### src/rtl/mult_pkg.sv
// Shared constants and Wallace-tree sizing helpers for the pipelined multiplier.
// Row counts start at WIDTH+1: one row per multiplier bit plus the sign-fix constant row.
package mult_pkg;

   localparam logic MODE_UNSIGNED = 1'b0;
   localparam logic MODE_SIGNED   = 1'b1;

   function automatic int csa_rows(input int n);
      return 2 * (n / 3) + n % 3;
   endfunction

   function automatic int rows_at(input int width, input int layer);
      int n;
      n = width + 1;
      for (int i = 0; i < layer; i++) n = csa_rows(n);
      return n;
   endfunction

   function automatic int wallace_layers(input int width);
      int n;
      int l;
      n = width + 1;
      l = 0;
      while (n > 2) begin
         n = csa_rows(n);
         l++;
      end
      return l;
   endfunction

   // A cut registers the rows entering the given layer.
   function automatic bit is_cut(input int width, input int stages,
                                 input int layer);
      int nl;
      nl = wallace_layers(width);
      for (int k = 1; k < stages; k++)
         if ((k * nl) / stages == layer) return 1'b1;
      return 1'b0;
   endfunction

endpackage

### src/rtl/csa_row.sv
// Width-agnostic 3:2 compressor row; carry is returned already shifted left.
// The carry out of the top full adder falls beyond the product width.
module csa_row #(
   parameter int N = 8
) (
   input  logic [N-1:0] a_i,
   input  logic [N-1:0] b_i,
   input  logic [N-1:0] c_i,
   output logic [N-1:0] sum_o,
   output logic [N-1:0] cry_o
);

   assign sum_o = a_i ^ b_i ^ c_i;

   assign cry_o[0]     = 1'b0;
   assign cry_o[N-1:1] = (a_i[N-2:0] & b_i[N-2:0])
                       | (a_i[N-2:0] & c_i[N-2:0])
                       | (b_i[N-2:0] & c_i[N-2:0]);

endmodule

### src/rtl/wallace_mult_pipe.sv
// Pipelined Wallace-tree multiplier, unsigned or Baugh-Wooley signed per transaction.
// One global advance moves every stage; the final carry-propagate add feeds the output register.
module wallace_mult_pipe
   import mult_pkg::*;
#(
   parameter int WIDTH  = 32,
   parameter int STAGES = 3,
   parameter int TAG_W  = 4
) (
   input  logic               clk,
   input  logic               rst_n,
   input  logic               in_valid,
   output logic               in_ready,
   input  logic               in_signed,
   input  logic [WIDTH-1:0]   in_a,
   input  logic [WIDTH-1:0]   in_b,
   input  logic [TAG_W-1:0]   in_tag,
   output logic               out_valid,
   input  logic               out_ready,
   output logic [2*WIDTH-1:0] out_prod,
   output logic [TAG_W-1:0]   out_tag,
   output logic               busy
);

   localparam int PW = 2 * WIDTH;
   localparam int R0 = WIDTH + 1;
   localparam int NL = wallace_layers(WIDTH);
   localparam int TW = STAGES * TAG_W;
   localparam logic [PW-1:0] BW_K =
      (PW'(1) << WIDTH) | (PW'(1) << (PW - 1));

   logic                           adv;
   logic [STAGES-1:0]              v_q;
   logic [STAGES-1:0]              v_d;
   logic [STAGES-1:0][TAG_W-1:0]   tag_q;
   logic [STAGES-1:0][TAG_W-1:0]   tag_d;
   logic [PW-1:0]                  prod_q;
   logic [PW-1:0]                  prod_d;
   logic [PW-1:0]                  pp [R0];

   assign adv      = !v_q[STAGES-1] || out_ready;
   assign in_ready = adv;

   assign v_d   = STAGES'({v_q, in_valid});
   assign tag_d = TW'({tag_q, in_tag});

   // Signed rows invert the terms pairing exactly one operand MSB.
   for (genvar i = 0; i < WIDTH; i++) begin : g_pp
      localparam logic [WIDTH-1:0] INV = (i == WIDTH - 1)
         ? {1'b0, {(WIDTH-1){1'b1}}}
         : {1'b1, {(WIDTH-1){1'b0}}};
      logic [WIDTH-1:0] bits;
      assign bits = (in_a & {WIDTH{in_b[i]}})
                  ^ (INV & {WIDTH{in_signed == MODE_SIGNED}});
      assign pp[i] = {{WIDTH{1'b0}}, bits} << i;
   end

   assign pp[WIDTH] = (in_signed == MODE_SIGNED) ? BW_K : '0;

   for (genvar l = 0; l < NL; l++) begin : g_lay
      localparam int N = rows_at(WIDTH, l);
      localparam int G = N / 3;
      localparam int M = rows_at(WIDTH, l + 1);

      logic [PW-1:0] prv  [N];
      logic [PW-1:0] rin  [N];
      logic [PW-1:0] rout [M];

      for (genvar r = 0; r < N; r++) begin : g_src
         if (l == 0) begin : g_first
            assign prv[r] = pp[r];
         end else begin : g_next
            assign prv[r] = g_lay[l-1].rout[r];
         end
      end

      if (is_cut(WIDTH, STAGES, l)) begin : g_cut
         always_ff @(posedge clk) begin
            if (adv) rin <= prv;
         end
      end else begin : g_thru
         assign rin = prv;
      end

      for (genvar g = 0; g < G; g++) begin : g_csa
         csa_row #(.N(PW)) u_csa (
            .a_i   (rin[3*g]),
            .b_i   (rin[3*g+1]),
            .c_i   (rin[3*g+2]),
            .sum_o (rout[2*g]),
            .cry_o (rout[2*g+1])
         );
      end

      for (genvar r = 0; r < N % 3; r++) begin : g_pass
         assign rout[2*G+r] = rin[3*G+r];
      end
   end

   assign prod_d = g_lay[NL-1].rout[0] + g_lay[NL-1].rout[1];

   always_ff @(posedge clk) begin
      if (!rst_n) begin
         v_q    <= '0;
         tag_q  <= '0;
         prod_q <= '0;
      end else if (adv) begin
         v_q   <= v_d;
         tag_q <= tag_d;
         if (v_d[STAGES-1]) prod_q <= prod_d;
      end
   end

   assign out_valid = v_q[STAGES-1];
   assign out_tag   = tag_q[STAGES-1];
   assign out_prod  = prod_q;
   assign busy      = |v_q;

endmodule

### config.mk
export PLATFORM = sky130hd
export DESIGN_NAME = wallace_mult_pipe
export DESIGN_NICKNAME = d
export VERILOG_FILES = /design/src/rtl/mult_pkg.sv /design/src/rtl/csa_row.sv /design/src/rtl/wallace_mult_pipe.sv
export SDC_FILE = /design/constraint.sdc
export NUM_CORES = 2
export LEC_CHECK = 0
export ABC_CLOCK_PERIOD_IN_PS = 79900
export BUFFER_PORTS_ARGS = -buffer_cell sky130_fd_sc_hd__buf_4
export CORE_ASPECT_RATIO = 1.2
export CORE_MARGIN = 1
export CORE_UTILIZATION = 63
export CTS_CLUSTER_SIZE = 25
export DETAILED_ROUTE_END_ITERATION = 7
export PLACE_DENSITY = 0.82
export SYNTH_ARGS = -nofsm -noshare
export SYNTH_HDL_FRONTEND = slang
export SYNTH_SLANG_ARGS = --single-unit
export TNS_END_PERCENT = 30
### constraint.sdc
create_clock -name clk -period 79.9 [get_ports clk]
set_clock_uncertainty 0.15 [all_clocks]
set_input_delay 15.98 -clock clk [delete_from_list [all_inputs] [get_ports clk]]
set_output_delay 15.98 -clock clk [all_outputs]
set_load 0.005 [all_outputs]
* Word level (Yosys, flattened, before mapping)
Index checks and enable logic that the tools add are counted.
** Operators by class
- Add/sub/neg operators :: 1
- Muxes and demuxes :: 1
- Bitwise operators :: 281
- Reductions and logical operators :: 4
** Operators with widths (count)
- bitwise OR 63 bit :: 62
- bitwise AND 63 bit :: 61
- bitwise XOR 64 bit :: 41
- bitwise AND 32 bit :: 32
- bitwise XOR 32 bit :: 31
- bitwise AND 62 x 63 -> 63 bit :: 2
- adder 64 bit :: 1
- two-way mux 64 bit :: 1
- bitwise XOR 64 x 34 -> 64 bit :: 1
- bitwise XOR 64 x 37 -> 64 bit :: 1
- bitwise XOR 64 x 40 -> 64 bit :: 1
- bitwise XOR 64 x 43 -> 64 bit :: 1
- bitwise XOR 64 x 46 -> 64 bit :: 1
- bitwise XOR 64 x 49 -> 64 bit :: 1
- bitwise XOR 64 x 52 -> 64 bit :: 1
- bitwise XOR 64 x 55 -> 64 bit :: 1
- bitwise XOR 64 x 58 -> 64 bit :: 1
- bitwise XOR 64 x 61 -> 64 bit :: 1
- bitwise XOR 62 x 63 -> 63 bit :: 1
- bitwise AND 59 x 61 -> 61 bit :: 1
- bitwise AND 60 x 61 -> 61 bit :: 1
- bitwise AND 59 x 60 -> 60 bit :: 1
- bitwise XOR 59 x 60 -> 60 bit :: 1
- bitwise AND 56 x 58 -> 58 bit :: 1
- 40 further kinds :: 40
** Word-level totals
- Flip-flop bits (word level) :: 1348
- Output and inout bits :: 71
- Logic and storage cells :: 312

* Depth between registers and ports, before layout
- Word-level depth :: 10
- Depth in mapped cells :: 16
- Depth with buffers taken out :: 15

* By module
Synthesis repeated with hierarchy kept, for this count alone.
** Second synthesis, totals
- Cells, all modules :: 5470
- Area total of the unflattened synthesis :: 92700.2 µm²
** By module, submodules not included
- wallace_mult_pipe :: instances 1, cells an instance 3424, area each 52516.6 µm²
- csa_row :: instances 31, cells an instance 66, area each 1296.2 µm²

* Worst setup path before layout
Ideal clock, no wire load.
- Kind :: input to output
- Start :: in out_ready
- End :: out in_ready
- Arrival time :: 36.170 ns
- Required time :: 63.770 ns
- Slack :: 27.600 ns
- Stages on the path :: 4
- Path buffers :: 2
- Path through :: nor2b_1 clkbuf_1 clkinv_1 clkbuf_1
** On the way
- Longest elaborated chain between the ends :: 1
** RTL lines
- start, declared :: line wallace_mult_pipe.sv:19 : input logic out_ready,
- logical OR 1 bit :: line wallace_mult_pipe.sv:41 : assign adv = !v_q[STAGES-1] || out_ready;
- end, declared :: line wallace_mult_pipe.sv:13 : output logic in_ready,
No other way between the ends.

* Final worst setup path
Ends and elaborated chain as after synthesis.

==> load_flow_metrics.sql <==
INSERT INTO impl_metrics (metric_group, metric, value, unit) VALUES
('run_status', 'status', 'finished clean', ''),
('timing', 'finalWorstPathRequiredPeriod', '33.29', 'ns'),
('global_routing', 'grt.overflow.total', '0', ''),
('setup_path', 'cp_max_fo', '115', ''),
('place', 'place_congestion', '0.922', ''),
('clock_network', 'post_cts.repair.setup_buffers', '0', ''),
('synth', 'ys.warnings.count', '0', ''),
('clock_network', 'h_tree_depth', '3', ''),
('drt', 'avgViaCountPerCell', '5.99', ''),
('timing', 'finalSetupViolations', '0', ''),
('drt', 'route.final.wire_length', '139', 'mm'),
('setup_path', 'reg2reg_from', 'g_lay[5].rin[164]', ''),
('timing', 'timing.final.hold_violations', '0', ''),
('global_routing', 'globalRouteTotalUtil', '31.0', '%'),
('synth', 'netlist_area', '57700', 'sq um'),
('final_layout', 'nNetsFinal', '5784', ''),
('clock_network', 'post_cts_hold_buffer_count', '0', ''),
('synth', 'post_synth.cell_area_avg', '12.6', 'sq um'),
('setup_path', 'slack_of_the_worst_reg_to_reg_path', '74.83', 'ns'),
('worst_hold_path', 'worst_hold_startpoint', 'g_lay[2].rin[191]', ''),
('synth', 'synth_flop_cell', 'edfxtp_1', ''),
('synth', 'synth_edf_count', '731', ''),
('timing', 'timing_worst_slew_pin_value', '1.10', 'ns'),
('synth', 'postSynth.asyncResetShare', '0', '%'),
('timing', 'timing.slew.headroom', '27.0', '%'),
('timing', 'tns', '0', 'ns'),
('setup_path', 'critPathCaptureType', 'output pin', ''),
('floorplanning', 'initial_utilization', '63.6', '%'),
('setup_path', 'start_kind', 'input port', ''),
('drt', 'drtIter0Drc', '3620', ''),
('setup_path', 'worst_setup_path_startpoint', 'out_ready', ''),
('synth', 'post_synth_main_area_contributors', 'edfxtp_1, fa_1, and2_1', ''),
('final_layout', 'area_delta_synth_final', '7.45', '%'),
('timing', 'slew_viol_final', '0', ''),
('worst_hold_path', 'hold_path_depth', '0', ''),
('setup_path', 'arrival', '17.16', 'ns'),
('global_routing', 'grt_pass1_wl', '215', 'mm'),
('floorplanning', 'num_rows', '121', ''),
('clock_network', 'clkSinkCount', '810', ''),
('drt', 'drcViolationCount', '0', ''),
('clock_network', 'clock_tree_from_tritoncts', 'done', ''),
('drt', 'vias', '34696', ''),
('synth', 'synthesis.nets', '5792', ''),
('setup_path', 'worst_r2r_endpoint', 'out_prod[61]', ''),
('synth', 'seq_area_frac_synth', '40.8', '%'),
('floorplanning', 'dieWidth', '278', 'microns'),
('synth', 'yosys.area.top_type_share', '38.0', '%'),
('synth', 'synthesis.instances', '4567', ''),
('place', 'dp_hpwl', '94.6', 'mm'),
('place', 'post_dp_cell_area', '59400', 'sq um'),
('clock_network', 'cts_buffer_depth', '3', ''),
('clock_network', 'cts_repair_resize_count', '0', ''),
('drt', 'postRouteAntennaNets', '0', ''),
('global_routing', 'grt_start_max_net_pins', '183', ''),
('worst_hold_path', 'hold_end', 'g_lay[5].rin[191]', ''),
('timing', 'grt_setup_unrepaired', 'no', ''),
('clock_network', 'clock_tree_root', 'clkbuf_16', ''),
('clock_network', 'clk_latency', '0.65', 'ns'),
('setup_path', 'timing.setup.critical_path_class', 'input port to output pin', ''),
('drt', 'drt-wirelength-per-cell', '24.0', 'microns'),
('synth', 'postSynthRegisterBits', '810', ''),
('drt', 'detailedRoute.firstPassIterationCount', '5', ''),
('floorplanning', 'floorplan.die_area', '92800', 'sq um'),
('setup_path', 'data_required_critical_path', '63.77', 'ns'),
('floorplanning', 'i_o_pin_cnt', '144', ''),
('final_layout', 'drive_above_1_share', '6.40', '%'),
('final_layout', 'final_cell_area', '62000', 'sq um'),
('timing', 'maxClockFrequency', '30.0', 'MHz'),
('flow_run', 'cap_viol_max_count', '0', ''),
('floorplanning', 'floorplan.die.height', '334', 'microns'),
('global_routing', 'antenna_found_initial', '2', ''),
('setup_path', 'rr_worst_depth', '13', ''),
('worst_hold_path', 'min-delay-path-class', 'flip-flop to flip-flop', ''),
('synth', 'synth.largest_area_cell', 'edfxtp_1', ''),
('timing', 'finalCritPeriodShare', '41.7', '%'),
('clock_network', 'cts-buffers-inserted', '81', ''),
('floorplanning', 'total_core_area', '90700', 'sq um'),
('clock_network', 'clk_pin_slew_worst_paths', '0.06', 'ns'),
('global_routing', 'first_global_vias', '38210', ''),
('synth', 'yosysUniqueCellTypes', '65', ''),
('place', 'buffer_ports.inserted', '143', '');
## critical path: stages
cell and delay [ns]:
buf_4 0.08, nor2b_1 0.03, buf_4 0.19, inv_8 0.59, buf_4 0.23
## cell usage after synthesis (all sizes together), types with 2 or more instances
cell,count
nand3,17
nor4,5
clkbuf,230
nand2,500
a211oi,9
a31oi,10
buf,15
a21oi,112
ha,246
nor2b,5
o31ai,4
nor3,16
xor2,28
fa,906
edfxtp,731
nand4,13
and2,697
o211ai,6
a21boi,2
o21ai,65
nand2b,3
a21o,24
and4,4
xnor2,84
or3,6
o21a,7
dfxtp,79
a41oi,2
inv,663
o21bai,11
o41ai,2
mux2i,6
and3,3
nor2,44
## registers in the layout, summed over array words and instances (netlist names)
name       flops
g_lay.rin    731
out_prod      64
v_q            3
out_tag        4
tag_d          8
## area by class of cell
type | count | area, sq um
multi-input combinational | 2848 | 30700
fill | 5781 | 28700
sequential | 810 | 23500
inverter | 664 | 2500
clock buffer | 112 | 2290
tap | 1168 | 1460
timing repair buffer | 154 | 1180
clock inverter | 37 | 319
antenna | 2 | 5.00
## worst max path at each step
stage               cells past startpoint  endpoint  slack (ns)
finish                                  5  in_ready       46.61
global route                            5  in_ready       46.54
CTS                                     5  in_ready       46.61
detailed placement                      5  in_ready       46.61
global placement                        5  in_ready       46.62
floorplan                               4  in_ready       27.60
## stage by stage
| stage | util [%] | std cells | setup slack (ns) | hold slack [ns] |
|---|---|---|---|---|
| after floorplan | - | 4567 | 27.60 | 0.250 |
| after global placement | 65.5 | 5644 | 46.62 | 0.251 |
| after detailed placement | 65.5 | 5644 | 46.61 | 0.256 |
| after CTS | 68.4 | 5793 | 46.61 | 0.271 |
| after global routing | 68.4 | 5793 | 46.54 | 0.277 |
| final | 68.4 | 5795 | 46.61 | 0.269 |
## routing by layer
metal,GRT usage (%),wire [microns],share of wire [%]
met1,39.4,49300,35
met4,12.6,5870,4.2
met2,52.1,69100,50
met5,0,13,0.0094
met3,6.54,14500,10
## cell usage in the layout (no fill, tap or decap), types with 6 or more instances in the layout
| master | n |
|---|---|
| xnor2_1 | 84 |
| nand4_1 | 12 |
| o211ai_1 | 6 |
| clkinv_2 | 12 |
| fa_1 | 906 |
| o21a_1 | 7 |
| xor2_1 | 28 |
| mux2i_1 | 6 |
| a211oi_1 | 7 |
| ha_1 | 246 |
| edfxtp_1 | 731 |
| dfxtp_1 | 79 |
| nand2_1 | 500 |
| nor3_1 | 16 |
| a31oi_1 | 9 |
| o21ai_0 | 63 |
| clkbuf_16 | 85 |
| a21oi_1 | 111 |
| nand3_1 | 16 |
| a21o_1 | 23 |
| nor2_1 | 44 |
| buf_4 | 152 |
| inv_1 | 662 |
| clkbuf_1 | 17 |
| o21bai_1 | 11 |
| and2_1 | 695 |
| clkbuf_8 | 6 |
| clkinv_1 | 12 |
## cell families (layout without fill, tap and decap cells)
logic type / Yosys count / in the layout / synth area share [%]
buf+inv: 909 / 967 / 6.00
fa+ha+maj: 1152 / 1152 / 36.8
simple gates: 1316 / 1316 / 11.9
mux: 6 / 6 / 0.104
flops: 810 / 810 / 40.8
compound gates: 262 / 262 / 2.75
xor+xnor: 112 / 112 / 1.70
other cells: 0 / 2 / 0
Power is not shown: default switching activity piles up to over one toggle a cycle in this logic, so the estimate is an artifact.
